$ cat config.mk
export PLATFORM = sky130hd
export DESIGN_NAME = mem_arbiter_flat
export DESIGN_NICKNAME = d
export VERILOG_FILES = /design/src/rtl/mem_arbiter_if.sv /design/src/rtl/mem_arbiter.sv /design/src/flat_wrapper.sv
export SDC_FILE = /design/constraint.sdc
export NUM_CORES = 1
export LEC_CHECK = 0
export CORE_MARGIN = 3
export CORE_UTILIZATION = 22
export CTS_BUF_LIST = sky130_fd_sc_hd__clkbuf_8
export DETAILED_ROUTE_END_ITERATION = 8
export PLACE_DENSITY_LB_ADDON = 0.1
export REMOVE_ABC_BUFFERS = 1
export SLEW_MARGIN = 20
export SYNTH_ARGS = -nofsm -noshare
export SYNTH_HDL_FRONTEND = slang
export SYNTH_SLANG_ARGS = --single-unit
$ cat constraint.sdc
create_clock -name clk -period 2.4 [get_ports clk]
set_clock_uncertainty 0.2 [all_clocks]
set_input_delay 0.48 -clock clk [delete_from_list [all_inputs] [get_ports clk]]
set_output_delay 0.48 -clock clk [all_outputs]
set_load 0.1 [all_outputs]
$ cat src/rtl/mem_arbiter_if.sv
// Bus bundle between the fetch/data requesters, the memory arbiter and the
// single-port memory it fronts.
interface mem_arbiter_if #(
    parameter int XLEN       = 32,
    parameter int ADDR_WIDTH = 9
);
    logic                  if_req_i;
    logic [ADDR_WIDTH-1:0] if_addr_i;
    logic                  if_gnt_o;
    logic                  if_rvalid_o;
    logic [XLEN-1:0]       if_rdata_o;

    logic                  dm_req_i;
    logic                  dm_we_i;
    logic [ADDR_WIDTH-1:0] dm_addr_i;
    logic [XLEN-1:0]       dm_wdata_i;
    logic                  dm_gnt_o;
    logic                  dm_rvalid_o;
    logic [XLEN-1:0]       dm_rdata_o;

    logic                  mem_en_o;
    logic                  mem_we_o;
    logic [ADDR_WIDTH-1:0] mem_addr_o;
    logic [XLEN-1:0]       mem_wdata_o;
    logic [XLEN-1:0]       mem_rdata_i;

    modport slave (
        input  if_req_i, if_addr_i, dm_req_i, dm_we_i, dm_addr_i, dm_wdata_i, mem_rdata_i,
        output if_gnt_o, if_rvalid_o, if_rdata_o, dm_gnt_o, dm_rvalid_o, dm_rdata_o,
               mem_en_o, mem_we_o, mem_addr_o, mem_wdata_o
    );

    modport master (
        output if_req_i, if_addr_i, dm_req_i, dm_we_i, dm_addr_i, dm_wdata_i, mem_rdata_i,
        input  if_gnt_o, if_rvalid_o, if_rdata_o, dm_gnt_o, dm_rvalid_o, dm_rdata_o,
               mem_en_o, mem_we_o, mem_addr_o, mem_wdata_o
    );
endinterface

$ cat src/rtl/mem_arbiter.sv
// Fetch/data arbiter for one single-port memory: data wins, fetch is forced
// through after STARVE_LIMIT consecutive data grants; responses one cycle later.
module mem_arbiter #(
    parameter int XLEN         = 32,
    parameter int ADDR_WIDTH   = 9,
    parameter int STARVE_LIMIT = 4
) (
    input  logic          clk,
    input  logic          rst,
    mem_arbiter_if.slave  bus
);
    localparam int              CW    = $clog2(STARVE_LIMIT + 1);
    localparam logic [CW-1:0]   LIMIT = CW'(STARVE_LIMIT);

    typedef enum logic [1:0] {IDLE, RSP_IF, RSP_DM} state_e;

    state_e        state_q, state_d;
    logic [CW-1:0] starve_q, starve_d;
    logic          dm_we_q, dm_we_d;
    logic          if_gnt, dm_gnt;

    // Grants are combinational and forced low while reset is held.
    always_comb begin
        if_gnt = !rst && bus.if_req_i && (!bus.dm_req_i || (starve_q == LIMIT));
        dm_gnt = !rst && bus.dm_req_i && !if_gnt;
    end

    always_comb begin
        bus.if_gnt_o    = if_gnt;
        bus.dm_gnt_o    = dm_gnt;
        bus.mem_en_o    = if_gnt | dm_gnt;
        bus.mem_we_o    = 1'b0;
        bus.mem_addr_o  = bus.if_addr_i;
        bus.mem_wdata_o = bus.dm_wdata_i;
        if (dm_gnt) begin
            bus.mem_we_o   = bus.dm_we_i;
            bus.mem_addr_o = bus.dm_addr_i;
        end
    end

    always_comb begin
        starve_d = starve_q;
        if (!bus.if_req_i || if_gnt) begin
            starve_d = '0;
        end else if (dm_gnt && (starve_q != LIMIT)) begin
            starve_d = starve_q + CW'(1);
        end
    end

    // Next state follows this cycle's grant; the write flag is remembered so
    // a completed write returns zero data.
    always_comb begin
        state_d         = IDLE;
        dm_we_d         = 1'b0;
        bus.if_rvalid_o = 1'b0;
        bus.if_rdata_o  = '0;
        bus.dm_rvalid_o = 1'b0;
        bus.dm_rdata_o  = '0;
        if (dm_gnt) begin
            state_d = RSP_DM;
            dm_we_d = bus.dm_we_i;
        end else if (if_gnt) begin
            state_d = RSP_IF;
        end
        case (state_q)
            RSP_IF: begin
                bus.if_rvalid_o = 1'b1;
                bus.if_rdata_o  = bus.mem_rdata_i;
            end
            RSP_DM: begin
                bus.dm_rvalid_o = 1'b1;
                bus.dm_rdata_o  = dm_we_q ? '0 : bus.mem_rdata_i;
            end
            default: ;
        endcase
    end

    always_ff @(posedge clk or posedge rst) begin
        if (rst) begin
            state_q  <= IDLE;
            starve_q <= '0;
            dm_we_q  <= 1'b0;
        end else begin
            state_q  <= state_d;
            starve_q <= starve_d;
            dm_we_q  <= dm_we_d;
        end
    end
endmodule

$ cat src/flat_wrapper.sv
// flat-port wrapper written by rule: the top's interface ports become plain ports
module mem_arbiter_flat 
#(
    parameter int XLEN         = 32,
    parameter int ADDR_WIDTH   = 9,
    parameter int STARVE_LIMIT = 4
)
  (clk, rst, bus_if_req_i, bus_if_addr_i, bus_dm_req_i, bus_dm_we_i, bus_dm_addr_i, bus_dm_wdata_i, bus_mem_rdata_i, bus_if_gnt_o, bus_if_rvalid_o, bus_if_rdata_o, bus_dm_gnt_o, bus_dm_rvalid_o, bus_dm_rdata_o, bus_mem_en_o, bus_mem_we_o, bus_mem_addr_o, bus_mem_wdata_o);
  mem_arbiter_if #(.XLEN(XLEN), .ADDR_WIDTH(ADDR_WIDTH)) bus_i ();
  input  logic clk;
  input  logic rst;
  input wire logic [$bits(bus_i.if_req_i)-1:0] bus_if_req_i;
  input wire logic [$bits(bus_i.if_addr_i)-1:0] bus_if_addr_i;
  input wire logic [$bits(bus_i.dm_req_i)-1:0] bus_dm_req_i;
  input wire logic [$bits(bus_i.dm_we_i)-1:0] bus_dm_we_i;
  input wire logic [$bits(bus_i.dm_addr_i)-1:0] bus_dm_addr_i;
  input wire logic [$bits(bus_i.dm_wdata_i)-1:0] bus_dm_wdata_i;
  input wire logic [$bits(bus_i.mem_rdata_i)-1:0] bus_mem_rdata_i;
  output wire logic [$bits(bus_i.if_gnt_o)-1:0] bus_if_gnt_o;
  output wire logic [$bits(bus_i.if_rvalid_o)-1:0] bus_if_rvalid_o;
  output wire logic [$bits(bus_i.if_rdata_o)-1:0] bus_if_rdata_o;
  output wire logic [$bits(bus_i.dm_gnt_o)-1:0] bus_dm_gnt_o;
  output wire logic [$bits(bus_i.dm_rvalid_o)-1:0] bus_dm_rvalid_o;
  output wire logic [$bits(bus_i.dm_rdata_o)-1:0] bus_dm_rdata_o;
  output wire logic [$bits(bus_i.mem_en_o)-1:0] bus_mem_en_o;
  output wire logic [$bits(bus_i.mem_we_o)-1:0] bus_mem_we_o;
  output wire logic [$bits(bus_i.mem_addr_o)-1:0] bus_mem_addr_o;
  output wire logic [$bits(bus_i.mem_wdata_o)-1:0] bus_mem_wdata_o;
  assign bus_i.if_req_i = bus_if_req_i;
  assign bus_i.if_addr_i = bus_if_addr_i;
  assign bus_i.dm_req_i = bus_dm_req_i;
  assign bus_i.dm_we_i = bus_dm_we_i;
  assign bus_i.dm_addr_i = bus_dm_addr_i;
  assign bus_i.dm_wdata_i = bus_dm_wdata_i;
  assign bus_i.mem_rdata_i = bus_mem_rdata_i;
  assign bus_if_gnt_o = bus_i.if_gnt_o;
  assign bus_if_rvalid_o = bus_i.if_rvalid_o;
  assign bus_if_rdata_o = bus_i.if_rdata_o;
  assign bus_dm_gnt_o = bus_i.dm_gnt_o;
  assign bus_dm_rvalid_o = bus_i.dm_rvalid_o;
  assign bus_dm_rdata_o = bus_i.dm_rdata_o;
  assign bus_mem_en_o = bus_i.mem_en_o;
  assign bus_mem_we_o = bus_i.mem_we_o;
  assign bus_mem_addr_o = bus_i.mem_addr_o;
  assign bus_mem_wdata_o = bus_i.mem_wdata_o;
  mem_arbiter #(.XLEN(XLEN), .ADDR_WIDTH(ADDR_WIDTH), .STARVE_LIMIT(STARVE_LIMIT)) u_core (.clk(clk), .rst(rst), .bus(bus_i));
endmodule
# Word-level counts from Yosys, hierarchy flattened
# Index checks and enable logic that the tools add are counted.
[word_totals]
ff_bits = 6
latch_bits = 0
ramBits = 0
romBits = 0
inputBits = 87
out_inout_bits = 111
word_cells = 32
memories = 0
[classes]
addsub = 1
n_mul = 0
n_div = 0
order_cmp = 0
eq_ne = 4
n_shift = 0
mux = 11
bitwise = 1
reduce_logical = 12
[op_table]
columns = ["operator", "n"]
rows = [
  ["32-bit two-way mux", 3],
  ["9-bit two-way mux", 1],
  ["3-bit two-way mux", 2],
  ["1-bit logical AND", 5],
  ["1-bit zero test", 4],
  ["1-bit two-way mux", 4],
  ["3-bit by 1-bit adder with 3-bit output (second input constant)", 1],
  ["3-bit == test (second input constant)", 1],
  ["3-bit != test (second input constant)", 1],
  ["2-bit by 1-bit == test with 1-bit output (second input constant)", 1],
  ["2-bit == test (second input constant)", 1],
  ["1-bit logical OR", 2],
  ["2-bit two-way mux", 1],
  ["2-bit nonzero test", 1],
  ["1-bit bitwise OR", 1],
]

# Logic depth before layout (Yosys ltp)
# Gate-level depths: netlist (run 1).
[logic_depth]
word_depth = 8
depth_mapped = 5
mapped_depth_nobuf = 5

# Least setup slack after synthesis (run 1)
# OpenSTA, ideal clock, no wires.
[synth_path]
kind = "reg2out"
from = "register u_core.starve_q[0]"
to = "output bus_if_gnt_o"
arrival_time_ns = 2.942
t_required_ns = 1.720
path_slack_ns = -1.222
stages_incl_launch_ff = 5
path_buffers = 0
path_cell_list = "dfrtp_1 -> inv_1 -> ha_1 -> a21boi_2 -> nor3b_1"
[synth_between]
elab_chain_cells = 3
[synth_lines]
columns = ["element", "line", "rtl"]
rows = [
  ["from (decl)", "mem_arbiter.sv:18", "logic [CW-1:0] starve_q, starve_d;"],
  ["from (signal assigned)", "mem_arbiter.sv:85", "starve_q <= starve_d;"],
  ["3-bit == test", "mem_arbiter.sv:24", "if_gnt = !rst && bus.if_req_i && (!bus.dm_req_i || (starve_q == LIMIT));"],
  ["1-bit logical OR", "mem_arbiter.sv:24", ""],
  ["1-bit logical AND", "mem_arbiter.sv:24", ""],
  ["to (decl)", "flat_wrapper.sv:19", "output wire logic [$bits(bus_i.if_gnt_o)-1:0] bus_if_gnt_o;"],
]
# Every way passes these cells.

# Final worst setup path (run 1)
[layout_path]
from = "register u_core.starve_q[0]"
to = "output bus_mem_addr_o[0]"
[layout_between]
elab_chain_cells = 6
[layout_lines]
columns = ["element", "line", "rtl"]
rows = [
  ["3-bit == test", "mem_arbiter.sv:24", ""],
  ["1-bit logical OR", "mem_arbiter.sv:24", ""],
  ["1-bit logical AND", "mem_arbiter.sv:24", ""],
  ["1-bit zero test", "mem_arbiter.sv:25", "dm_gnt = !rst && bus.dm_req_i && !if_gnt;"],
  ["1-bit logical AND", "mem_arbiter.sv:25", ""],
  ["9-bit two-way mux", "mem_arbiter.sv:35", "if (dm_gnt) begin"],
  ["to (decl)", "flat_wrapper.sv:27", "output wire logic [$bits(bus_i.mem_addr_o)-1:0] bus_mem_addr_o;"],
]
# Every way passes these cells.

==> run_results.csv, run 1 <==
group,metric,value,unit
cts,cts_tree,"built",
layout,antenna_cells,0,
cts,root_buffer,"clkbuf_8",
worst_setup_path,path_max_fanout,5,
power_and_ir_drop,intPower,0.5268,mW
cts,clock-sinks,6,
timing,post-route-period-util,96.67,%
grt,grt_max_degree,34,
cts,cts_buffer_depth,2,
grt,grt_overflow_total,0,
layout,stdcell_area,3214,sq um
power_and_ir_drop,p_sw,0.5171,mW
timing,final-setup-viol-count,0,
worst_setup_path,critPathBufInv,2,
layout,multi_input_area,760.7,sq um
layout,layout-drive-gt1-share,42.40,%
synth,syn_area,1154,sq um
synth,synth_warnings,0,
route,antenna_left,0,
synth,synth_top_area_share,34.71,%
power_and_ir_drop,total_power,1.044,mW
synth,avgSynthCellArea,7.956,sq um
route,wirelength,7.370,mm
floorplan,start_util,23.64,%
synth,synth_top_area_cell,"and2_1",
placement,dp_cells,312,
timing,finalSetupTns,0,ns
floorplan,die_width,78.42,um
timing,worstMarginPinSlew,0.2838,ns
flow_run,drv_cap,0,
layout,nNetsFinal,341,
placement,post-place-ws,-0.1334,ns
layout,instances_no_fill,317,
cts,h-tree-depth,1,
floorplan,core_area,4880,sq um
placement,io_buffers,133,
route,vias,1387,
placement,dp_hpwl,6.696,mm
power_and_ir_drop,clock_power_share,13.7,%
worst_setup_path,cp-start-kind,"register",
timing,fin_ws,0.07987,ns
worst_setup_path,worstPathArrival,1.64,ns
power_and_ir_drop,p_leak,1.376,nW
layout,area_growth,178.6,%
worst_setup_path,crit_required,1.72,ns
power_and_ir_drop,combPwrFrac,76.0,%
synth,yosysSeqAreaShare,13.02,%
placement,postPlaceCellArea,3129,sq um
grt,grt_pass1_wl,9.742,mm
grt,antenna_found_initial,0,
route,drc_errors,0,
route,vias_per_cell,4.375,
power_and_ir_drop,p_sw_share,49.54,%
timing,hold_viol_final,0,
worst_setup_path,slowest_stage,"dfrtp_1",
layout,area.sequential,150.1,sq um
layout,nFillCells,376,
grt,grt_pass1_vias,1289,
worst_setup_path,worstPathCellList,"inv_2 -> ha_4 -> nand3_4 -> nand2_4 -> mux2_4 -> buf_12",
route,first_pass_iters,4,
synth,ys_seq_elements,6,
floorplan,io_pins,198,
route,wl_per_cell,23.25,um
run_status,status,"completed",
timing,period_needed,2.320,ns
timing,maxSlewHeadroom,81.06,%
timing,rsz0062_at_grt,"false",
grt,grt_usage,22.46,%
power_and_ir_drop,powerDensity,324.7,nW/um^2
synth,synth_area_leaders,"and2_1, buf_4, dfrtp_1, mux2_4, ha_1",
worst_setup_path,critPathKind,"register to output port",
floorplan,die_h,78.42,um
placement,globalplace.congestion,0.7808,
cts,cts_buffers,3,
cts,clock_latency,0.21,ns
synth,synthesis.instances,145,
timing,drv_slew,0,
worst_setup_path,end_kind,"output port",
power_and_ir_drop,vdd_drop_max,0.0004177,V
worst_setup_path,crit_family,"flip-flops",
cts,clkSlewWorstSetupHoldPaths,0.04,ns
route,drt-initial-drc-count,60,
floorplan,dieArea,6149,sq um
min_path,min_path_type,"primary input to asynchronous set/reset pin",
timing,fmax,431.0,MHz
power_and_ir_drop,seqPwrFrac,10.3,%
synth,synth_cell_type_count,23,
worst_setup_path,cpPeakStageDelay,0.40,ns
floorplan,fp-row-count,25,
-- path summary, 6_finish.rpt --
check	depth (start not counted)	slack, ns	endpoint	from
worst min register to register	2	0.36	u_core.starve_q[1]	u_core.starve_q[1]
worst min-delay path	3	0.35	u_core.state_q[0]	rst
min in group clk	2	0.36	u_core.starve_q[1]	u_core.starve_q[1]
worst max register to register	4	1.01	u_core.dm_we_q	u_core.starve_q[0]
max in group asynchronous	3	1.43	u_core.state_q[1]	rst
worst max-delay path	6	0.08	bus_mem_addr_o[0]	u_core.starve_q[0]
-- layout by cell type (no fill, tap or decap), drive strengths merged --
| cell | synthesis | routed |
|---|---|---|
| a21boi | 4 | 4 |
| and2 | 64 | 64 |
| and2b | 2 | 2 |
| and3 | 1 | 1 |
| buf | 33 | 85 |
| clkbuf | 5 | 3 |
| clkdlybuf4s50 | 0 | 51 |
| dfrtp | 6 | 6 |
| dlygate4sd2 | 0 | 3 |
| ha | 2 | 2 |
| inv | 4 | 4 |
| mux2 | 9 | 9 |
| nand2 | 3 | 4 |
| nand3 | 3 | 3 |
| nand3b | 1 | 1 |
| nor2 | 2 | 2 |
| nor2b | 2 | 2 |
| nor3b | 3 | 3 |
| o21ai | 1 | 1 |
-- repair_timing --
| item | CTS | global route |
|---|---|---|
| hold endpoints to repair | 0 | 0 |
| pin swaps | 1 | 1 |
| setup endpoints to repair | 9 | 9 |
| buffers inserted | 1 | 0 |
| gates cloned | 1 | 0 |
| hold buffers | 0 | 0 |
| resized for setup | 6 | 3 |
-- registers in the layout (all words and copies together), names as in the netlist --
| name | cells |
|---|---|
| u_core.dm_we_q | 1 |
| u_core.starve_q | 3 |
| u_core.state_q | 2 |
-- stage by stage --
stage	utilization, %	hold slack (ns)
3_3_place_gp	64.13	0.3419
4_1_cts	65.49	0.3490
5_1_grt	65.87	0.3802
6_report	65.87	0.3456
2_1_floorplan	-	0.08788
3_5_place_dp	64.13	0.3529
-- tightest hold or removal path: cells and delay by family --
family / cells / cell delay [ns]
buffers and inverters: 3 / 0.67
-- power by group through the flow --
stage,combinational (mW),sequential (mW),clock [mW]
6_report,0.793,0.107,0.143
5_1_grt,0.815,0.108,0.158
4_1_cts,0.795,0.107,0.147
3_5_place_dp,0.792,0.108,0
3_3_place_gp,0.787,0.108,0
2_1_floorplan,0.444,0.108,0
-- kinds of logic after synthesis --
| kind of cell | share of synthesized area, % |
|---|---|
| DFF | 13.01 |
| and+or+nand+nor | 45.23 |
| adders and majority gates | 2.169 |
| muxes | 11.71 |
| AOI/OAI and AO/OA | 3.362 |
| buffers and inverters | 24.51 |
-- per-layer routing --
| metal | up-vias | track usage, % | wire length (um) |
|---|---|---|---|
| met4 | 2 | 5.245 | 196 |
| met3 | 8 | 12.96 | 926 |
| met5 | - | 8.182 | 57 |
| met2 | 110 | 40.24 | 3801 |
| li1 | 636 | - | - |
| met1 | 631 | 21.72 | 2389 |
-- synthesized netlist by cell type --
cell type,count
nand3_1,2
and3_2,1
and2b_1,2
a21boi_2,1
dfrtp_1,6
and2_1,64
nor2b_4,1
nand3_2,1
inv_1,4
nand3b_1,1
buf_2,1
nand2_4,1
nor2_1,2
mux2_4,9
nor2b_2,1
clkbuf_1,2
ha_1,2
nand2_1,2
nor3b_1,3
buf_4,32
o21ai_0,1
clkbuf_2,3
a21boi_0,3
-- area by class of cell --
class	instances	share of cell area, %
clock buffers	3	1.285
inverters	4	0.4671
multi-input cells	98	23.67
flip-flops and latches	6	4.671
well taps	67	2.608
repair buffers	139	67.30
No activity file was read; power rests on OpenSTA's default activity.
==> run 2: changes to the inputs <==
CORE_MARGIN = 2   (was 3)
CTS_CLUSTER_DIAMETER = 60   (was unset)
==> run 2 against run 1 <==
Effect of this change:
- final area about the same
- count of clock-buffer cells in the layout unchanged
- die area down 5.0%
- via count down 1.7%
- power up 0.36%
- routed wire length down 25%
==> run_results.csv, run 2 (synthesis results as in run 1) <==
group,metric,value,unit
worst_setup_path,end_kind,"output port",
floorplan,io_pins,198,
cts,cts_buffer_depth,2,
timing,rsz0062_at_grt,"false",
layout,instances_no_fill,321,
cts,cts_hold_buf,0,
placement,globalplace.congestion,0.7097,
layout,layout-drive-gt1-share,42.63,%
layout,area_growth,178.5,%
floorplan,dieArea,5839,sq um
cts,root_buffer,"clkbuf_8",
layout,reg_top3,"u_core.starve_q: 3 flops, u_core.state_q: 2 flops, u_core.dm_we_q: 1 flops",
grt,grt_pass1_vias,1401,
layout,largest_reg_flops,3,
route,vias_per_cell,4.246,
timing,final-setup-viol-count,0,
floorplan,fp-row-count,26,
cts,cts_buffers,3,
grt,antenna_found_initial,0,
min_path,min_path_type,"primary input to asynchronous set/reset pin",
placement,dp_hpwl,4.736,mm
timing,fin_ws,0.08672,ns
layout,utilization,63.31,%
grt,grt_max_degree,34,
flow_run,drv_cap,0,
layout,antenna_cells,0,
worst_setup_path,worstPathCellList,"inv_2 -> ha_4 -> nand3_4 -> nand2_4 -> mux2_4 -> buf_12",
worst_setup_path,path_max_fanout,5,
worst_setup_path,cp-start-kind,"register",
placement,dp_cells,317,
cts,clkSlewWorstSetupHoldPaths,0.04,ns
cts,h-tree-depth,1,
layout,nNetsFinal,342,
floorplan,die_width,76.42,um
worst_setup_path,crit_family,"flip-flops",
timing,hold_viol_final,0,
floorplan,start_util,22.73,%
worst_setup_path,slowest_stage,"dfrtp_1",
timing,worstMarginPinSlew,0.2871,ns
power_and_ir_drop,powerDensity,326.0,nW/um^2
route,drt-initial-drc-count,25,
cts,cts_tree,"built",
timing,drv_slew,0,
layout,final_common_cell,"buf_12",
run_status,status,"completed",
grt,grt_usage,18.93,%
worst_setup_path,crit_required,1.72,ns
route,wl_per_cell,17.29,um
layout,final_cell_mix,"buf_12, and2_1, clkdlybuf4s50_1",
layout,top_register,"u_core.starve_q",
placement,post-place-ws,-0.07676,ns
timing,post-route-period-util,96.39,%
route,vias,1363,
power_and_ir_drop,total_power,1.048,mW
timing,fmax,432.3,MHz
grt,grt_overflow_total,0,
power_and_ir_drop,vdd_drop_max,0.0002643,V
worst_setup_path,critPathBufInv,2,
cts,clock_latency,0.22,ns
worst_setup_path,worstPathArrival,1.63,ns
route,drc_errors,0,
worst_setup_path,cpPeakStageDelay,0.39,ns
power_and_ir_drop,p_leak,1.377,nW
timing,finalSetupTns,0,ns
grt,grt_pass1_wl,8.480,mm
placement,io_buffers,133,
floorplan,die_h,76.42,um
worst_setup_path,critPathKind,"register to output port",
route,wirelength,5.549,mm
route,antenna_left,0,
cts,clock-sinks,6,
timing,period_needed,2.313,ns
route,first_pass_iters,4,
floorplan,core_area,5075,sq um
timing,maxSlewHeadroom,80.86,%
==> run 2: cell types whose count changed in the layout (fill, tap and decap cells not counted) <==
cell    change
buf_12      -1
buf_4       +2
==> run 2: through the flow <==
step | area (sq um) | hold slack, ns
floorplan | 885.9 | 0.08788
global placement | 3136 | 0.3469
detailed placement | 3136 | 0.3606
CTS | 3194 | 0.3326
global route | 3213 | 0.3623
finish | 3213 | 0.3311
==> run 2: worst paths after layout <==
check / start / end / slack [ns] / cells after the start
setup / recovery: u_core.starve_q[0] / bus_mem_addr_o[6] / 0.09 / 6
hold / removal: rst / u_core.starve_q[0] / 0.33 / 3
setup reg to reg: u_core.starve_q[0] / u_core.starve_q[1] / 0.94 / 6
hold reg to reg: u_core.starve_q[1] / u_core.starve_q[1] / 0.37 / 2
max in group asynchronous: rst / u_core.dm_we_q / 1.46 / 3
min in group clk: u_core.starve_q[1] / u_core.starve_q[1] / 0.37 / 2
==> run 2: routing by layer <==
metal	share of wire, %	global-route usage [%]	wire [um]	vias up
li1	-	-	-	633
met1	39	21.76	2162	597
met2	43	27.88	2385	133
met3	18	15.52	1002	0
met4	0	2.182	0	0
met5	0	0.9091	0	-
==> run 2: where the power goes <==
group	leakage, nW	switching (mW)	total (mW)	internal, mW
Sequential	0.0811	0.00191	0.107	0.105
Clock	0.0216	0.0412	0.149	0.108
Combinational	1.27	0.478	0.792	0.314
==> run 2: tightest hold or removal path, delay by kind of cell <==
kind	cells	cell delay [ns]
buffers and inverters	3	0.65
==> run 2: cell type report <==
class / instances / area, sq um
timing repair buffer: 140 / 2158
tap: 70 / 87.58
inverter: 4 / 15.01
sequential: 6 / 150.1
multi-input combinational: 98 / 760.7
fill: 422 / 1862
clock buffer: 3 / 41.29
==> run 2: what timing repair did <==
action	in CTS	in global routing
setup buffers	0	0
setup endpoints to repair	9	9
pin swaps	1	1
cloned	1	0
gates resized for setup	6	3
